### src/rtl/iter_shift_seq.sv
// Iterative barrel-shift sequencer: applies 16/8/4/2/1 stages one per clock (SLL or SRA).
// Optional build macro ITER_SHIFT_EARLY_EXIT_EN finishes as soon as no lower stage bits remain.
module iter_shift_seq #(
   parameter int DATA_WIDTH  = 32,
   parameter int SHAMT_WIDTH = 5
) (
   input  logic                   clock,
   input  logic                   reset_n,
   input  logic [DATA_WIDTH-1:0]  data_operandA,
   input  logic [SHAMT_WIDTH-1:0] ctrl_shiftamt,
   input  logic                   ctrl_shiftop,
   input  logic                   in_valid,
   output logic                   in_ready,
   output logic [DATA_WIDTH-1:0]  data_result,
   output logic                   out_valid,
   input  logic                   out_ready
);

   // state  | meaning
   // IDLE   | waiting for a request, in_ready=1
   // SHIFT  | applying stage k (2**k) to the working register, k counts down
   // DONE   | result presented, waiting for out_ready
   typedef enum logic [1:0] {
      ST_IDLE  = 2'd0,
      ST_SHIFT = 2'd1,
      ST_DONE  = 2'd2
   } state_t;

   localparam int K_W = (SHAMT_WIDTH > 1) ? $clog2(SHAMT_WIDTH) : 1;
   localparam logic [K_W-1:0] K_TOP = K_W'(SHAMT_WIDTH - 1);

   state_t                 state_q, state_d;
   logic [K_W-1:0]         k_q, k_d;
   logic [DATA_WIDTH-1:0]  work_q, work_d;
   logic [SHAMT_WIDTH-1:0] amt_q, amt_d;
   logic                   op_q, op_d;
   logic [DATA_WIDTH-1:0]  result_q, result_d;
   logic                   out_valid_q, out_valid_d;

   logic [SHAMT_WIDTH-1:0] stage_dist;
   logic [DATA_WIDTH-1:0]  work_sll;
   logic [DATA_WIDTH-1:0]  work_sra;
   logic [DATA_WIDTH-1:0]  work_stage;
   logic                   last_stage;
`ifdef ITER_SHIFT_EARLY_EXIT_EN
   logic                   lower_zero;
`endif

   // Stage distance 2**k; the arithmetic shift replicates the MSB, which never changes across stages.
   always_comb begin
      stage_dist = SHAMT_WIDTH'(1) << k_q;
      work_sll   = work_q << stage_dist;
      work_sra   = $unsigned($signed(work_q) >>> stage_dist);
      work_stage = work_q;
      if (amt_q[k_q]) begin
         work_stage = op_q ? work_sra : work_sll;
      end
`ifdef ITER_SHIFT_EARLY_EXIT_EN
      lower_zero = ((amt_q & (stage_dist - SHAMT_WIDTH'(1))) == '0);
      last_stage = (k_q == '0) || lower_zero;
`else
      last_stage = (k_q == '0);
`endif
   end

   always_comb begin
      state_d     = state_q;
      k_d         = k_q;
      work_d      = work_q;
      amt_d       = amt_q;
      op_d        = op_q;
      result_d    = result_q;
      out_valid_d = out_valid_q;

      case (state_q)
         ST_IDLE: begin
            if (in_valid) begin
               work_d  = data_operandA;
               amt_d   = ctrl_shiftamt;
               op_d    = ctrl_shiftop;
               k_d     = K_TOP;
               state_d = ST_SHIFT;
`ifdef ITER_SHIFT_EARLY_EXIT_EN
               if (ctrl_shiftamt == '0) begin
                  state_d     = ST_DONE;
                  result_d    = data_operandA;
                  out_valid_d = 1'b1;
               end
`endif
            end
         end

         ST_SHIFT: begin
            work_d = work_stage;
            if (last_stage) begin
               state_d     = ST_DONE;
               result_d    = work_stage;
               out_valid_d = 1'b1;
            end else begin
               k_d = k_q - K_W'(1);
            end
         end

         ST_DONE: begin
            if (out_ready) begin
               state_d     = ST_IDLE;
               out_valid_d = 1'b0;
            end
         end

         default: begin
            state_d     = ST_IDLE;
            out_valid_d = 1'b0;
         end
      endcase
   end

   always_ff @(posedge clock or negedge reset_n) begin
      if (!reset_n) begin
         state_q     <= ST_IDLE;
         k_q         <= K_TOP;
         work_q      <= '0;
         amt_q       <= '0;
         op_q        <= 1'b0;
         result_q    <= '0;
         out_valid_q <= 1'b0;
      end else begin
         state_q     <= state_d;
         k_q         <= k_d;
         work_q      <= work_d;
         amt_q       <= amt_d;
         op_q        <= op_d;
         result_q    <= result_d;
         out_valid_q <= out_valid_d;
      end
   end

   assign in_ready    = (state_q == ST_IDLE);
   assign data_result = result_q;
   assign out_valid   = out_valid_q;

endmodule
### config.mk
export PLATFORM = sky130hd
export DESIGN_NAME = iter_shift_seq
export DESIGN_NICKNAME = d
export VERILOG_FILES = /design/src/rtl/iter_shift_seq.sv
export SDC_FILE = /design/constraint.sdc
export NUM_CORES = 1
export LEC_CHECK = 0
export CAP_MARGIN = 20
export CORE_AREA = 4 4 141 143
export CTS_BUF_LIST = sky130_fd_sc_hd__clkbuf_8
export DETAILED_ROUTE_END_ITERATION = 10
export DIE_AREA = 0 0 145 147
export SYNTH_ARGS = -nofsm -noshare
export SYNTH_HDL_FRONTEND = slang
export SYNTH_SLANG_ARGS = --single-unit
### constraint.sdc
create_clock -name clock -period 3.9 [get_ports clock]
set_input_delay 0.78 -clock clock [delete_from_list [all_inputs] [get_ports clock]]
set_output_delay 0.78 -clock clock [all_outputs]
set_load 0.01 [all_outputs]
# After elaboration in Yosys (flattened, before gate mapping)
# Index checks and enable logic that the tools add are counted.
# W data, S select, Z words.
# classes
addsub,1
bitwise_logic,1
magnitude_cmp,1
n_shift,3
reduce_logical,9
muxes,16
eq_ne,6
# ops
op,n
$mux W32,3
$pmux W32 S2,1
$shl A32 B5 Y32,1
$sshr A32 B5 Y32,1
$reduce_and A3 Y1,3
$ne A2 B2 Y1 const B,4
$mux W2,3
$mux W3,2
$pmux W2 S3,1
$pmux W3 S2,1
$reduce_and A2 Y1,3
$shl A1 B3 Y5 const A,1
$lt A3 B4 Y1 const B,1
$bmux W1 S3,1
$logic_not A3 Y1,1
$mux W1,3
$pmux W1 S3,1
$sub A3 B1 Y3 const B,1
$eq A2 B1 Y1 const B,1
$eq A2 B2 Y1 const B,1
$logic_not A2 Y1,1
$reduce_bool A2 Y1,1
$not A1 Y1,1
# totals
inputBits,42
out_inout_bits,34
wordCells,44
ff_bits,76

# Logic depth before layout (Yosys ltp)
# Gate-level depths: netlist of run 1.
# depth
word_depth,5
ltp_mapped,13
mapped_depth_nobuf,8

# Worst setup path before layout of run 1
# No wires, ideal clock.
# synth_path
path_type,flip-flop to flip-flop
startpoint,register k_q[0]
endpoint,register work_q[12]
period_less_slack_ps,2701
path_stages_with_launch,12
arrival_time_ps,2575
required_time_ps,3774
path_slack_ps,1199
cell_sequence,dfrtp_1 > clkbuf_1 > inv_1 > ha_1 > buf_4 > buf_6 > nor4b_2 > a221oi_1 > a32oi_1 > o22ai_1 > or3_1 > a221o_1
# synth_between
elab_chain_cells,5
# synth_lines
item,line_no,rtl
"start, declared",33,"logic [K_W-1:0] k_q, k_d;"
"start signal, assigned",129,k_q <= k_d;
$shl A1 B3 Y5,51,stage_dist = SHAMT_WIDTH'(1) << k_q;
$shl A32 B5 Y32 / $sshr A32 B5 Y32 (equally long branches),"52, 53",
$mux W32,56,work_stage = op_q ? work_sra : work_sll;
$mux W32 *,55,if (amt_q[k_q]) begin
$pmux W32 S2 *,75,case (state_q)
"end signal, assigned",130,work_q <= work_d;
"end, declared",34,"logic [DATA_WIDTH-1:0] work_q, work_d;"
# Every way passes the cells marked *; elsewhere a longest branch is shown, timed or not. The select of a mux whose other input is x is not followed.
# A chain may end at the register's enable or synchronous reset.

# Final worst setup path of run 1
# layout_path
startpoint,register k_q[1]
endpoint,"register result_q[11], in the netlist data_result[11]"
# layout_between
elab_chain_cells,4
# layout_lines
item,line_no,rtl
$shl A1 B3 Y5,51,
$shl A32 B5 Y32 / $sshr A32 B5 Y32 (equally long branches),"52, 53",
$mux W32,56,
$mux W32,55,
"end signal, assigned",133,result_q <= result_d;
"end, declared",37,"logic [DATA_WIDTH-1:0] result_q, result_d;"
# Several ways; a longest one is shown, not always the timed one. The select of a mux whose other input is x is not followed.

==> metrics, run 1 <==
status=complete, no violations; starting density of the core=44.6%; number of synthesized flops with an enable pin=0; DRC viols=0; CTS tree=done; layout cell share with drive strength beyond 1=11.2%; ANT cells=0; critical path's slowest cell=o211ai_1; area share of the largest cell type after synthesis=22.7%; Reg area=1900 µm²; Fill cells=1866; die width=145 µm; Mapped Area=8280 µm²; CP cell instances=inv_1, ha_4, buf_4, mux2i_1, o21ai_0, o211ai_1, o22ai_1, a211oi_1, nor3_1; Gate Count Post-Synth=1071; Clock Sinks=76; GRT overflow=0; initial antenna violation count=0; Max Slew Vio Count=0; Placeable Area=18600 µm²; CTS root buf=clkbuf_8; vias per std cell=7.39; RD Place Congestion=1.07; Hold Vio Cnt, Final=0; first-pass GRT wire length=63700 µm; post-route setup TNS=0 ns; Synth Register Bits=76; DP HPWL=31200 µm; CTS Buf Count=9; Hold Path Class=in2async; largest net degree at the start of global routing=88; Mapped Nets=1118; Setup WS post-layout=0.261 ns; startpoint types=flip-flop; CP Class=reg2reg; Req. time, crit path=4.16 ns; Seq/Total Area, Yosys=23.0%; min cycle time layout=3.64 ns; final wirelength=43000 µm; clk_lat worst skew=0.39 ns; CTS H-Tree Depth=3; worst-margin pin slew=1.08 ns; ys async rst share=100%; setup bufs post-CTS=0; area of the die=21300 µm²; chip height=147 µm; clock buffer depth=2; pre-CTS WS=0.490 ns; clock-pin slew on the worst setup and hold paths=0.10 ns; crit path max fanout=31; num ports=76; first drt pass iteration count=6; RSZ-0062 raised after global routing=no; Critical Path AT=3.90 ns; nets=1140; Antenna Nets Post-Route=0; MaxCap Viol Count=0; final setup fails=0; post_cts resized=0; Yosys cell types=82; critical path endpoint category=flip-flop; hold_buf cts=0; GRT Total Usage=39.2%; IO buf count=75; vias=9840; Max Fclk=275 MHz; slowest stage delay, CP=0.57 ns; vias in the first global route=9358; YS warnings=0; multi-input gate area in the final layout=5710 µm²; prevailing post-synth register cell=dfrtp_1; crit share post-route=93.3%; Max transition margin=27.6%; Setup Skew=0.0180 ns; Area contributors post-synth=dfrtp_1 (23%), mux2i_1 (8.9%), nand2_1 (4.9%); reg2reg setup slack=0.26 ns; Initial DRC Count=1398; P&R area growth vs syn=14.0%; WL/cell=32.3 µm; Cell Rows=50; top cell type by total area after synthesis=dfrtp_1; syn avg cell area=7.73 µm²
flip-flops by register name (all words and copies together) (netlist names):
signal and count:
k_q 3, amt_q 5, data_result 32, work_q 32
out_valid 1, state_q 2, op_q 1
through the flow:
stage | instances | instance area (µm²) | utilization [%] | hold slack, ns
2_1_floorplan | 1071 | 8280 | - | 0.445
3_3_place_gp | 1316 | 9210 | 49.6 | 0.462
3_5_place_dp | 1316 | 9210 | 49.6 | 0.462
4_1_cts | 1332 | 9440 | 50.8 | 0.298
5_1_grt | 1332 | 9440 | 50.8 | 0.310
6_report | 1332 | 9440 | 50.8 | 0.293
routing by layer:
metal  vias up  part of all wire, %  track usage (%)
met5         -                    0                0
met4         0                  6.1             20.3
met3       169                   12             10.2
met2       796                   42             57.5
met1      4762                   40             53.3
li1       4113                    -                -
logic make-up after synthesis:
kind of cell	synth area share (%)
AOI/OAI and AO/OA	31.7
and+or+nand+nor	22.5
buffers and inverters	8.43
muxes	13.6
DFF	23.0
adders and majority gates	0.756
placed cells by master, fill, tap and decap left out, types with 6 or more instances in the layout:
cell,netlist,final
a211oi_1,9,9
a21oi_1,62,62
a221oi_1,13,13
a22o_1,6,6
a22oi_1,44,44
a31oi_1,10,10
a32oi_1,13,13
and3_1,8,8
buf_4,12,59
clkbuf_8,0,10
clkdlybuf4s50_1,0,74
dfrtp_1,75,75
inv_1,15,15
mux2_2,6,6
mux2i_1,74,74
mux4_2,13,13
nand2_1,108,108
nand2b_1,21,21
nand3_1,41,41
nand3b_1,7,7
nand4_1,14,14
nor2_1,82,80
nor2b_1,18,18
nor3_1,21,21
nor3b_1,18,18
o211ai_1,23,23
o21ai_0,73,73
o21ai_1,23,23
o221ai_1,15,15
o22ai_1,26,26
o31ai_1,7,7
layout make-up:
class,instances,share of cell area [%]
Timing Repair Buffer,136,13.2
Multi-Input combinational cell,854,60.5
Clock buffer,10,1.46
Clock inverter,6,0.994
Sequential cell,76,20.2
Inverter,16,0.636
Tap cell,234,3.10
worst max-delay path, delay by kind of cell (launching register included):
kind                     cells  cell delay, ns
multiplexers                 1            0.42
adder cells (fa/ha/maj)      1            0.40
buffers and inverters        2            0.65
flip-flops                   1            0.47
AND/OR/NAND/NOR              1            0.11
AO/OA/AOI/OAI                4            1.45
Yosys cell counts, types with 14 or more instances:
| master | number |
|---|---|
| nand2_1 | 108 |
| nor2_1 | 82 |
| dfrtp_1 | 75 |
| mux2i_1 | 74 |
| o21ai_0 | 73 |
| clkbuf_1 | 66 |
| a21oi_1 | 62 |
| a22oi_1 | 44 |
| nand3_1 | 41 |
| buf_2 | 33 |
| o22ai_1 | 26 |
| o211ai_1 | 23 |
| o21ai_1 | 23 |
| nand2b_1 | 21 |
| nor3_1 | 21 |
| nor2b_1 | 18 |
| nor3b_1 | 18 |
| inv_1 | 15 |
| o221ai_1 | 15 |
| nand4_1 | 14 |
path summary, 6_finish.rpt:
| kind | startpoint | to | cells past startpoint |
|---|---|---|---|
| min in group clock | amt_q[0] | amt_q[0] | 2 |
| max | k_q[1] | data_result[11] | 9 |
| max in group asynchronous | reset_n | work_q[8] | 2 |
| min reg2reg | amt_q[0] | amt_q[0] | 2 |
| min | reset_n | state_q[0] | 1 |
| max reg2reg | k_q[1] | data_result[11] | 9 |
Power of run 1 is left out: the tool's default activity adds up to more than one toggle a clock period on the data nets, which glitch-free logic cannot reach.
==> inputs of run 2 (changes only) <==
--- a/config.mk
+++ b/config.mk
@@ -8,6 +8,7 @@
 export CAP_MARGIN = 20
 export CORE_AREA = 4 4 141 143
 export CTS_BUF_LIST = sky130_fd_sc_hd__clkbuf_8
+export CTS_CLUSTER_SIZE = 12
 export DETAILED_ROUTE_END_ITERATION = 10
 export DIE_AREA = 0 0 145 147
 export SYNTH_ARGS = -nofsm -noshare
==> results of run 2 <==
Final layout, timing and power as in run 1 (identical DEF).
Power of run 2 is left out for the same reason.
